==> src/rtl/motor_drive_control.sv <==
// Motor drive control: turns registered steering codes into per-wheel H-bridge polarity and PWM,
// with rate-limited duty ramping and a coast dead-time ahead of every polarity reversal.
module motor_drive_control #(
  parameter int PWM_DIV     = 4,
  parameter int RAMP_DIV    = 1000,
  parameter int RAMP_STEP   = 16,
  parameter int DEAD_CYCLES = 500,
  parameter int DUTY_FULL   = 200,
  parameter int DUTY_VEER   = 150,
  parameter int DUTY_HARD   = 80,
  parameter int DUTY_PIVOT  = 120
) (
  input  logic       clk,
  input  logic       reset,
  input  logic [3:0] DIR,
  input  logic       Direction,
  output logic [1:0] l_in,
  output logic [1:0] r_in,
  output logic       l_pwm,
  output logic       r_pwm,
  output logic       busy
);

  localparam logic [1:0] ST_RUN       = 2'd0;
  localparam logic [1:0] ST_RAMP_DOWN = 2'd1;
  localparam logic [1:0] ST_DEAD      = 2'd2;

  localparam logic [7:0]  STEP      = 8'(RAMP_STEP);
  localparam logic [7:0]  D_FULL    = 8'(DUTY_FULL);
  localparam logic [7:0]  D_VEER    = 8'(DUTY_VEER);
  localparam logic [7:0]  D_HARD    = 8'(DUTY_HARD);
  localparam logic [7:0]  D_PIVOT   = 8'(DUTY_PIVOT);
  localparam logic [15:0] PWM_LAST  = 16'(PWM_DIV - 1);
  localparam logic [15:0] RAMP_LAST = 16'(RAMP_DIV - 1);
  localparam logic [15:0] DEAD_LOAD = 16'(DEAD_CYCLES - 1);

  // Per-wheel FSM state; fwd is the polarity currently applied to the bridge.
  typedef struct packed {
    logic [1:0]  state;
    logic        fwd;
    logic [7:0]  duty;
    logic [15:0] dead;
  } wheel_t;

  localparam wheel_t WHEEL_RESET = '{state: ST_RUN, fwd: 1'b1, duty: 8'd0, dead: 16'd0};

  logic [3:0]  dir_q;
  logic        direction_q;
  logic [7:0]  tgt_duty_q [2];
  logic [7:0]  tgt_duty_d [2];
  logic [1:0]  tgt_fwd_q, tgt_fwd_d;
  logic [15:0] pre_q, pre_d;
  logic [15:0] ramp_q, ramp_d;
  logic [7:0]  pwm_cnt_q, pwm_cnt_d;
  wheel_t      wheel_q [2];
  wheel_t      wheel_d [2];
  logic [1:0]  in_q [2];
  logic [1:0]  in_d [2];
  logic [1:0]  pwm_q, pwm_d;
  logic        ramp_tick, pwm_tick;
  logic        dec_known, dec_lf, dec_rf;
  logic [7:0]  dec_l, dec_r;

  function automatic logic [7:0] ramp_toward(input logic [7:0] cur, input logic [7:0] tgt);
    logic [7:0] diff;
    if (cur < tgt) begin
      diff = tgt - cur;
      return cur + ((diff > STEP) ? STEP : diff);
    end else begin
      diff = cur - tgt;
      return cur - ((diff > STEP) ? STEP : diff);
    end
  endfunction

  always_comb begin
    dec_known = 1'b1;
    dec_l     = D_FULL;
    dec_r     = D_FULL;
    dec_lf    = 1'b1;
    dec_rf    = 1'b1;
    case (dir_q)
      4'b0000: dec_known = 1'b1;
      4'b1001: dec_r = D_VEER;
      4'b1010: dec_r = D_HARD;
      4'b1011: begin dec_l = D_PIVOT; dec_r = D_PIVOT; dec_rf = 1'b0; end
      4'b0101: dec_l = D_VEER;
      4'b0110: dec_l = D_HARD;
      4'b0111: begin dec_l = D_PIVOT; dec_r = D_PIVOT; dec_lf = 1'b0; end
      default: begin dec_known = 1'b0; dec_l = 8'd0; dec_r = 8'd0; end
    endcase
    tgt_duty_d[0] = dec_l;
    tgt_duty_d[1] = dec_r;
    // Stop and unused codes leave target polarity alone so they never provoke a reversal.
    tgt_fwd_d = dec_known ? ({dec_rf, dec_lf} ^ {2{~direction_q}}) : tgt_fwd_q;
  end

  always_comb begin
    pwm_tick  = (pre_q == PWM_LAST);
    pre_d     = pwm_tick ? 16'd0 : pre_q + 16'd1;
    pwm_cnt_d = pwm_tick ? pwm_cnt_q + 8'd1 : pwm_cnt_q;
    ramp_tick = (ramp_q == RAMP_LAST);
    ramp_d    = ramp_tick ? 16'd0 : ramp_q + 16'd1;
  end

  always_comb begin
    for (int i = 0; i < 2; i++) begin
      wheel_d[i] = wheel_q[i];
      case (wheel_q[i].state)
        ST_RUN: begin
          if (tgt_fwd_q[i] != wheel_q[i].fwd) begin
            if (wheel_q[i].duty != 8'd0) begin
              wheel_d[i].state = ST_RAMP_DOWN;
            end else begin
              wheel_d[i].state = ST_DEAD;
              wheel_d[i].dead  = DEAD_LOAD;
            end
          end else if (ramp_tick) begin
            wheel_d[i].duty = ramp_toward(wheel_q[i].duty, tgt_duty_q[i]);
          end
        end
        ST_RAMP_DOWN: begin
          if (tgt_fwd_q[i] == wheel_q[i].fwd) begin
            wheel_d[i].state = ST_RUN;
          end else if (wheel_q[i].duty == 8'd0) begin
            wheel_d[i].state = ST_DEAD;
            wheel_d[i].dead  = DEAD_LOAD;
          end else if (ramp_tick) begin
            wheel_d[i].duty = ramp_toward(wheel_q[i].duty, 8'd0);
          end
        end
        ST_DEAD: begin
          wheel_d[i].duty = 8'd0;
          if (wheel_q[i].dead == 16'd0) begin
            wheel_d[i].fwd   = tgt_fwd_q[i];
            wheel_d[i].state = ST_RUN;
          end else begin
            wheel_d[i].dead = wheel_q[i].dead - 16'd1;
          end
        end
        default: wheel_d[i] = WHEEL_RESET;
      endcase
      if (wheel_q[i].state == ST_DEAD ||
          (wheel_q[i].duty == 8'd0 && tgt_duty_q[i] == 8'd0)) begin
        in_d[i] = 2'b00;
      end else begin
        in_d[i] = wheel_q[i].fwd ? 2'b10 : 2'b01;
      end
      pwm_d[i] = (pwm_cnt_q < wheel_q[i].duty);
    end
  end

  always_ff @(posedge clk) begin
    if (reset) begin
      dir_q       <= 4'b1111;
      direction_q <= 1'b1;
      tgt_fwd_q   <= 2'b11;
      pre_q       <= 16'd0;
      ramp_q      <= 16'd0;
      pwm_cnt_q   <= 8'd0;
      pwm_q       <= 2'b00;
      for (int i = 0; i < 2; i++) begin
        tgt_duty_q[i] <= 8'd0;
        wheel_q[i]    <= WHEEL_RESET;
        in_q[i]       <= 2'b00;
      end
    end else begin
      dir_q       <= DIR;
      direction_q <= Direction;
      tgt_fwd_q   <= tgt_fwd_d;
      pre_q       <= pre_d;
      ramp_q      <= ramp_d;
      pwm_cnt_q   <= pwm_cnt_d;
      pwm_q       <= pwm_d;
      for (int i = 0; i < 2; i++) begin
        tgt_duty_q[i] <= tgt_duty_d[i];
        wheel_q[i]    <= wheel_d[i];
        in_q[i]       <= in_d[i];
      end
    end
  end

  assign l_in  = in_q[0];
  assign r_in  = in_q[1];
  assign l_pwm = pwm_q[0];
  assign r_pwm = pwm_q[1];
  assign busy  = (wheel_q[0].state != ST_RUN) | (wheel_q[1].state != ST_RUN);

endmodule

==> config.mk <==
export PLATFORM = sky130hd
export DESIGN_NAME = motor_drive_control
export DESIGN_NICKNAME = d
export VERILOG_FILES = /design/src/rtl/motor_drive_control.sv
export SDC_FILE = /design/constraint.sdc
export NUM_CORES = 1
export LEC_CHECK = 0
export ABC_AREA = 1
export CORE_AREA = 4 4 135 137
export CTS_CLUSTER_DIAMETER = 200
export DETAILED_ROUTE_END_ITERATION = 6
export DIE_AREA = 0 0 139 141
export PLACE_DENSITY = 0.6
export SYNTH_ARGS = -nofsm -noshare
export SYNTH_HDL_FRONTEND = slang
export SYNTH_SLANG_ARGS = --single-unit
==> constraint.sdc <==
create_clock -name clk -period 4.9 [get_ports clk]
set_input_delay 1.225 -clock clk [delete_from_list [all_inputs] [get_ports clk]]
set_output_delay 1.225 -clock clk [all_outputs]
set_load 0.05 [all_outputs]
==> impl_metrics.csv, run 1 <==
group,metric,value,unit
synth,synth_flop_cell,"dfxtp_1",
floorplan,io_pins,14,
synth,synthesis.nets,1210,
synth,syn-cell-area,0.00787,mm2
cts,cts_hold_buf,0,
synth,synth_seq_cells,119,
floorplan,initial_core_util,46.2,%
power,swShare,41.8,%
power,p_clk_share,25.4,%
grt,grt_max_degree,47,
setup_path,r2r_cells,29,
min_path,hp-class,"flip-flop to flip-flop",
timing,drv_slew,0,
power,p_total,4.55,mW
grt,antenna_found_initial,0,
cts,cts-root-buf,"clkbuf_16",
cts,cts.clk_slew.worst_paths,0.05,ns
cts,cts_setup_buffers,0,
setup_path,critPathLaunch,"wheel_q[0][19]$_SDFFE_PP0P_",
cts,cts_buffers,17,
synth,synth_edf_count,0,
cts,clock_latency,0.41,ns
power,peakVddDrop,257,uV
timing,worst_pin_slew,0.651,ns
setup_path,cp.arrival,4.60,ns
detailed_routing,wl_per_cell,12.3,um
synth,synthArstFlopShare,0,%
detailed_routing,first_iter_violations,360,
detailed_routing,viasPerCell,5.01,
cts,cts_sinks,119,
cts,clock_path_buffers,2,
floorplan,rows,48,
setup_path,rrSetupSlack,0.64,ns
power,p_int,2.65,mW
floorplan,fp.dieW,139,um
floorplan,dieArea,0.0196,mm2
setup_path,cp-start-kind,"flip-flop",
placement,gp_congestion,0.903,
timing,rsz0062_at_grt,"false",
power,switchingPower,1.90,mW
timing,finClkSkew,0.00962,ns
setup_path,slowest_delay,0.50,ns
grt,grt_pass1_wl,29900,um
power,power_density,520,mW/mm2
timing,setup_viol,0,
timing,hold_viol,0,
synth,syn_avg_cell_area,6.94,um2
floorplan,fp.coreArea,0.0171,mm2
synth,netlist_top_cells_count,"nand2_1 (207), inv_1 (182), nor2_1 (135)",
placement,port_buffers,13,
cts,cts-resized-gates,0,
power,power_frac_seq,27.4,%
setup_path,cp_common_cell,"nand2_1",
power,pwr-share-comb,47.2,%
placement,hpwl,13100,um
flow_run,max_cap_violations,0,
synth,yosysWarningCount,0,
cts,cts_htree_levels,4,
power,p_leak,3.99,nW
final_layout,syn_to_final_growth,11.2,%
synth,synth_cells,1134,
setup_path,path_max_fanout,8,
synth,synth_top_area_cell,"dfxtp_1",
detailed_routing,post-route-drc-count,0,
setup_path,worstPathRequired,5.23,ns
grt,grt_overflow_total,0,
synth,ys_types,54,
setup_path,cp-end-kind,"flip-flop",
synth,synthDominantCellAreaShare,30.3,%
synth,yosysMostFrequentCell,"nand2_1",
cts,cts_tree,"done",
final_layout,layout-drive-gt1-share,6.30,%
timing,hold_ws,0.446,ns
timing,worst_slack,0.636,ns
setup_path,worstSetupPathType,"flip-flop to flip-flop",
synth,yosysSeqAreaShare,30.3,%
timing,relSlewSlack,56.4,%
synth,synth.area.top_cells,"dfxtp_1 (30%), ha_1 (10%), nand2_1 (9.9%)",
timing,setup_tns,0,ns
setup_path,regToRegStartpoint,"wheel_q[0][19]$_SDFFE_PP0P_",
detailed_routing,ant_nets,0,
setup_path,cp_slowest_cell,"ha_1",
timing,max_freq,0.235,GHz
placement,dpl_worst_slack,0.698,ns
final_layout,diodes,0,
grt,first_global_vias,6400,
timing,layout_min_cycle_time,4.26,ns
run_status,status,"finished, final reports clean",
timing,fin_crit_sh,87.0,%
grt,grt.total_usage,18.1,%
detailed_routing,postRouteWirelength,17000,um
detailed_routing,dr.pass1.iters,5,
floorplan,die_h,141,um
final_layout,fin_nets,1226,
detailed_routing,vias,6931,
min_path,hold_start,"ramp_q[0]$_SDFF_PP0_",
min_path,min_path_cells,1,
power by group through the flow:
stage               Combinational [mW]  Clock [mW]  Sequential (mW)
finish                            2.15        1.15             1.25
global route                      2.47        1.23             1.27
detailed placement                2.14           0             1.27
CTS                               2.15        1.18             1.25
global placement                  2.14           0             1.27
floorplan                         1.71           0             1.26
flip-flops by register name (all words and copies together) (netlist names):
| signal | count |
|---|---|
| ramp_q | 16 |
| pwm_cnt_q | 8 |
| tgt_duty_q | 12 |
| in_q | 4 |
| pre_q | 16 |
| dir_q | 4 |
| wheel_q | 54 |
| tgt_fwd_q | 2 |
| pwm_q | 2 |
| direction_q | 1 |
final timing paths:
check | end
worst max-delay path | wheel_q[0][23]$_SDFFE_PP0P_
worst min-delay path | ramp_q[0]$_SDFF_PP0_
worst max register to register | wheel_q[0][23]$_SDFFE_PP0P_
worst min register to register | ramp_q[0]$_SDFF_PP0_
final cells by class:
class	instances	area, um2
Clock buffer	24	502
Tap cell	225	282
Fill cell	1690	8300
Inverter	185	699
Timing Repair Buffer	16	148
Clock inverter	4	45.0
Multi-Input combinational cell	811	4700
Sequential cell	119	2380
routing by layer:
metal  track usage [%]  part of all wire (%)  vias up
met4              5.30                  0.76        0
met3              3.46                   3.1       10
met1              25.8                    52     3071
met5                 0                     0        -
met2              27.9                    44      100
li1                  -                     -     3750
cell usage in the layout (no fill, tap or decap), types with 3 or more instances in the layout:
cell type | Yosys | routed
a211oi_1 | 11 | 11
a21o_1 | 3 | 3
a21oi_1 | 94 | 94
a221oi_1 | 4 | 4
a31oi_1 | 3 | 3
a32oi_1 | 3 | 3
buf_4 | 0 | 3
clkbuf_16 | 0 | 17
clkbuf_8 | 0 | 5
clkdlybuf4s50_1 | 0 | 12
clkinv_2 | 0 | 3
dfxtp_1 | 119 | 119
fa_1 | 6 | 6
ha_1 | 63 | 63
inv_1 | 182 | 182
nand2_1 | 207 | 207
nand2_2 | 6 | 6
nand2_4 | 3 | 3
nand3_1 | 51 | 51
nand3b_1 | 5 | 5
nand4_1 | 15 | 15
nor2_1 | 135 | 135
nor2_2 | 6 | 6
nor3_1 | 34 | 34
nor3b_1 | 9 | 9
nor4_1 | 10 | 10
nor4_4 | 3 | 3
o211ai_1 | 6 | 6
o21a_1 | 3 | 3
o21ai_0 | 43 | 43
o21ai_1 | 6 | 6
o21bai_1 | 3 | 3
o31ai_1 | 4 | 4
or2_2 | 13 | 13
xnor2_1 | 9 | 9
xor2_1 | 29 | 29
logic make-up after synthesis:
group / after synthesis / synth area share [%]
and+or+nand+nor: 506 / 29.3
adders and majority gates: 69 / 11.5
xor gates and xnor gates: 38 / 4.23
buffers and inverters: 204 / 10.1
AOI/OAI and AO/OA: 198 / 14.6
DFF: 119 / 30.3
stage by stage:
| stage | cells | area, um2 | utilization, % |
|---|---|---|---|
| 6_report | 1384 | 8760 | 51.3 |
| 5_1_grt | 1384 | 8760 | 51.3 |
| 4_1_cts | 1384 | 8760 | 51.3 |
| 3_5_place_dp | 1356 | 8210 | 48.1 |
| 3_3_place_gp | 1356 | 8210 | 48.1 |
| 2_1_floorplan | 1134 | 7870 | - |
worst max-delay path: cells and delay by family, from the launching register on:
family          cells  cell delay [ns]
flops               1             0.44
simple gates       20             1.78
fa+ha+maj           3             1.09
compound gates      3             0.62
buf+inv             3             0.27
No activity file was read; power rests on OpenSTA's default activity.
==> run 2: changes to the inputs <==
Settings changed: PLACE_DENSITY 0.6 to 0.66.
==> impl_metrics.csv, run 2 (synthesized netlist as in run 1, its figures left out) <==
group,metric,value,unit
floorplan,initial_core_util,46.2,%
grt,grt_pass1_wl,30200,um
floorplan,die_h,141,um
timing,relSlewSlack,58.7,%
timing,setup_tns,0,ns
cts,cts_hold_buf,0,
placement,gp_congestion,0.898,
final_layout,stdcell_area,0.00879,mm2
setup_path,worstSetupPathType,"flip-flop to flip-flop",
power,peakVddDrop,214,uV
run_status,status,"finished, final reports clean",
floorplan,dieArea,0.0196,mm2
setup_path,cp-end-kind,"flip-flop",
final_layout,register_area,0.00238,mm2
power,p_total,4.63,mW
final_layout,multiInputGateArea,0.00470,mm2
grt,first_global_vias,6640,
cts,cts-resized-gates,0,
min_path,min_path_cells,1,
cts,cts-root-buf,"clkbuf_16",
final_layout,largest_reg_flops,54,
detailed_routing,ant_nets,0,
cts,cts.clk_slew.worst_paths,0.05,ns
setup_path,path_max_fanout,8,
timing,worst_pin_slew,0.618,ns
cts,cts_htree_levels,4,
timing,max_freq,0.234,GHz
floorplan,rows,48,
final_layout,regMostFlops,"wheel_q",
cts,clock_path_buffers,2,
final_layout,fin_nets,1226,
grt,grt_max_degree,47,
final_layout,diodes,0,
grt,antenna_found_initial,0,
placement,port_buffers,13,
grt,grt.total_usage,18.2,%
detailed_routing,viasPerCell,5.03,
timing,rsz0062_at_grt,"false",
grt,grt_overflow_total,0,
timing,fin_crit_sh,87.1,%
setup_path,cp.arrival,4.54,ns
flow_run,max_cap_violations,0,
detailed_routing,first_iter_violations,503,
cts,cts_setup_buffers,0,
setup_path,regToRegStartpoint,"wheel_q[0][18]$_SDFFE_PP0P_",
setup_path,worstPathRequired,5.18,ns
cts,cts_sinks,119,
power,p_leak,4.00,nW
final_layout,syn_to_final_growth,11.6,%
final_layout,layout_common_cells,"nand2_1 (207), inv_1 (182), nor2_1 (135)",
setup_path,rrSetupSlack,0.63,ns
floorplan,fp.coreArea,0.0171,mm2
timing,setup_viol,0,
setup_path,cp-start-kind,"flip-flop",
min_path,hold_start,"pre_q[0]$_SDFF_PP0_",
final_layout,final_common_cell,"nand2_1",
timing,drv_slew,0,
setup_path,r2r_cells,24,
cts,clock_latency,0.41,ns
placement,dpl_cell_area,0.00821,mm2
final_layout,fillers,1699,
timing,finClkSkew,0.0124,ns
timing,hold_viol,0,
setup_path,timing.rr.end,"wheel_q[0][22]$_SDFFE_PP0P_",
floorplan,io_pins,14,
placement,hpwl,13000,um
final_layout,top_regs,"wheel_q x54, pre_q x16, ramp_q x16",
final_layout,layout-drive-gt1-share,6.45,%
detailed_routing,vias,6984,
min_path,hp-class,"flip-flop to flip-flop",
timing,layout_min_cycle_time,4.27,ns
min_path,hold_path_end,"pre_q[0]$_SDFF_PP0_",
power,power_density,527,mW/mm2
detailed_routing,dr.pass1.iters,5,
detailed_routing,postRouteWirelength,17100,um
cts,cts_tree,"done",
detailed_routing,post-route-drc-count,0,
floorplan,fp.dieW,139,um
detailed_routing,wl_per_cell,12.3,um
cts,cts_buffers,17,
-- run 2: changes by cell type in the layout (fill, tap and decap cells not counted) --
cell	delta
bufinv_16	+2
clkbuf_1	+2
clkbuf_8	-4
clkinv_2	+3
clkinvlp_4	+1
-- run 2: area by class of cell --
cell class	count	share of cell area (%)
sequential	119	27.1
multi-input combinational	811	53.4
tap	225	3.20
clock inverter	10	1.45
inverter	185	7.96
clock buffer	22	5.17
timing repair buffer	16	1.68
-- run 2: worst max-delay path: stages (launching register included) --
cell	delay, ns
dfxtp_1	0.46
inv_1	0.19
ha_1	0.44
a21oi_1	0.23
nand2_1	0.11
nand2_1	0.11
nand2_1	0.07
nand2_1	0.07
nand2_1	0.05
nor2_2	0.11
nand3_1	0.17
ha_1	0.33
inv_1	0.05
nor2_1	0.04
a211oi_1	0.27
inv_1	0.10
fa_1	0.42
nor2_1	0.13
o21ai_0	0.09
nand2_1	0.08
nand2_1	0.07
a21oi_1	0.18
o21ai_0	0.10
a32oi_1	0.20
nor2_1	0.05
-- run 2: where the power goes --
group          total, mW  internal [mW]  switching (mW)  leakage [nW]
Clock               1.24          0.807           0.432         0.287
Combinational       2.15          0.784            1.36          2.75
Sequential          1.25           1.11           0.138         0.969
-- run 2: routing by layer --
layer,vias to the layer above,share of wire [%],GRT usage [%]
met5,-,0,0
met3,27,3.8,2.88
met4,0,1.5,6.85
met1,3085,51,24.5
li1,3743,-,-
met2,129,44,29.4
-- run 2: how the worst max path moves through the flow --
stage / start / end
6_report: wheel_q[0][18]$_SDFFE_PP0P_ / wheel_q[0][22]$_SDFFE_PP0P_
2_1_floorplan: wheel_q[0][18]$_SDFFE_PP0P_ / wheel_q[0][22]$_SDFFE_PP0P_
5_1_grt: wheel_q[0][18]$_SDFFE_PP0P_ / wheel_q[0][22]$_SDFFE_PP0P_
3_3_place_gp: wheel_q[0][18]$_SDFFE_PP0P_ / wheel_q[0][22]$_SDFFE_PP0P_
3_5_place_dp: wheel_q[0][18]$_SDFFE_PP0P_ / wheel_q[0][22]$_SDFFE_PP0P_
4_1_cts: wheel_q[0][18]$_SDFFE_PP0P_ / wheel_q[0][22]$_SDFFE_PP0P_
-- run 2: stage by stage --
stage,setup slack (ns),std cells,utilization [%],hold WS [ns]
global route,0.114,1388,51.5,0.466
global placement,0.692,1356,48.1,0.433
CTS,0.628,1388,51.5,0.450
floorplan,1.22,1134,-,0.418
finish,0.632,1388,51.5,0.448
detailed placement,0.661,1356,48.1,0.443
==> run 3: changes to the inputs <==
Settings changed: CTS_BUF_LIST set to sky130_fd_sc_hd__clkbuf_8 sky130_fd_sc_hd__clkbuf_16.
==> impl_metrics.csv, run 3 (synthesized netlist as in run 1, its figures left out) <==
group,metric,value,unit
final_layout,top_regs,"wheel_q x54, pre_q x16, ramp_q x16",
final_layout,layout_common_cells,"nand2_1 (207), inv_1 (186), nor2_1 (135)",
timing,hold_viol,0,
cts,cts_tree,"done",
placement,dpl_worst_slack,0.661,ns
final_layout,syn_to_final_growth,11.6,%
cts,cts_htree_levels,4,
timing,drv_slew,0,
grt,grt.total_usage,18.2,%
setup_path,rrSetupSlack,0.63,ns
final_layout,diodes,0,
power,p_leak,4.02,nW
final_layout,fin_nets,1226,
detailed_routing,post-route-drc-count,0,
cts,cts_setup_buffers,0,
min_path,min_path_cells,1,
floorplan,initial_core_util,46.2,%
timing,relSlewSlack,58.5,%
setup_path,cp_cell_sequence,"inv_1, ha_1, a21oi_1, nand2_1, nand2_1, nand2_1, nand2_1, nand2_1, nor2_2, nand3_1, ha_1, inv_1, nor2_1, a211oi_1, inv_1, fa_1, nor2_1, o21ai_0, nand2_1, nand2_1, a21oi_1, o21ai_0, a32oi_1, nor2_1",
floorplan,rows,48,
floorplan,dieArea,0.0196,mm2
detailed_routing,ant_nets,0,
detailed_routing,wl_per_cell,12.3,um
grt,grt_max_degree,47,
setup_path,cp_common_cell,"nand2_1",
flow_run,max_cap_violations,0,
detailed_routing,first_iter_violations,506,
cts,cts-root-buf,"clkbuf_16",
timing,setup_viol,0,
setup_path,cpLargestDelayFamily,"adder cells",
power,p_int,2.69,mW
timing,fin_crit_sh,87.1,%
final_layout,layout-drive-gt1-share,6.45,%
floorplan,die_h,141,um
cts,clock_path_buffers,2,
floorplan,io_pins,14,
cts,cts_hold_buf,0,
setup_path,slowest_delay,0.46,ns
cts,cts-resized-gates,0,
floorplan,fp.dieW,139,um
run_status,status,"finished, final reports clean",
detailed_routing,dr.pass1.iters,5,
cts,cts.clk_slew.worst_paths,0.05,ns
setup_path,cp-end-kind,"flip-flop",
timing,setup_tns,0,ns
power,power_frac_seq,27.0,%
cts,clock_latency,0.41,ns
setup_path,worstPathRequired,5.18,ns
grt,grt_pass1_wl,30200,um
final_layout,finish.utilization,51.5,%
setup_path,path_max_fanout,8,
power,switchingPower,1.93,mW
power,peakVddDrop,213,uV
cts,cts_sinks,119,
grt,first_global_vias,6640,
power,pwr-share-comb,46.4,%
final_layout,final_common_cell,"nand2_1",
floorplan,fp.coreArea,0.0171,mm2
timing,finClkSkew,0.0101,ns
setup_path,cp.arrival,4.54,ns
final_layout,largest_reg_flops,54,
power,p_clk_share,26.6,%
placement,gp_congestion,0.898,
timing,rsz0062_at_grt,"false",
setup_path,cp-start-kind,"flip-flop",
cts,cts_buffers,17,
placement,hpwl,13000,um
min_path,hp-class,"flip-flop to flip-flop",
timing,max_freq,0.234,GHz
timing,worst_pin_slew,0.620,ns
power,power_density,526,mW/mm2
final_layout,regMostFlops,"wheel_q",
power,swShare,41.8,%
detailed_routing,vias,6979,
setup_path,worstSetupPathType,"flip-flop to flip-flop",
placement,port_buffers,13,
setup_path,path_depth,24,
setup_path,cp_slowest_cell,"dfxtp_1",
timing,layout_min_cycle_time,4.27,ns
timing,worst_slack,0.632,ns
grt,grt_overflow_total,0,
grt,antenna_found_initial,0,
setup_path,r2r_cells,24,
setup_path,cp_num_buf_inv,3,
detailed_routing,postRouteWirelength,17100,um
detailed_routing,viasPerCell,5.03,
==> run 3: cell count changes in the layout (fill, tap and decap cells not counted), sizes merged <==
| cell | previous run | this run |
|---|---|---|
| inv | 185 | 189 |
| clkbuf | 22 | 18 |
==> run 3: power groups by stage <==
stage                     registers [mW]  clock network (mW)  logic (mW)
after floorplan                     1.26                   0        1.71
after global placement              1.26                   0        2.12
after detailed placement            1.26                   0        2.13
after CTS                           1.24                1.26        2.15
after global routing                1.27                1.30        2.47
final                               1.25                1.23        2.15
==> run 3: path summary, 6_finish.rpt <==
| kind | from | to |
|---|---|---|
| setup / recovery | wheel_q[0][18]$_SDFFE_PP0P_ | wheel_q[0][22]$_SDFFE_PP0P_ |
| hold reg to reg | pre_q[0]$_SDFF_PP0_ | pre_q[0]$_SDFF_PP0_ |
| hold / removal | pre_q[0]$_SDFF_PP0_ | pre_q[0]$_SDFF_PP0_ |
| setup reg to reg | wheel_q[0][18]$_SDFFE_PP0P_ | wheel_q[0][22]$_SDFFE_PP0P_ |
==> run 3: cell type report <==
cell class	count	area [um2]
Multi-Input combinational cell	811	4700
Clock inverter	14	143
Clock buffer	18	439
Fill cell	1699	8270
Tap cell	225	282
Inverter	185	699
Timing Repair Buffer	16	148
Sequential cell	119	2380
==> run 3: stage by stage <==
step,power (mW),hold WS [ns],area (um2),std cells
final,4.62,0.448,8790,1388
after global routing,5.04,0.466,8790,1388
after CTS,4.65,0.450,8790,1388
after detailed placement,3.40,0.443,8210,1356
after global placement,3.39,0.433,8210,1356
after floorplan,2.98,0.418,7870,1134
==> run 3: routing by layer <==
layer / up-vias / part of all wire [%] / track usage, %
met4: 0 / 1.2 / 6.85
li1: 3742 / - / -
met5: - / 0 / 0
met2: 127 / 44 / 29.4
met3: 24 / 3.8 / 2.88
met1: 3086 / 51 / 24.5
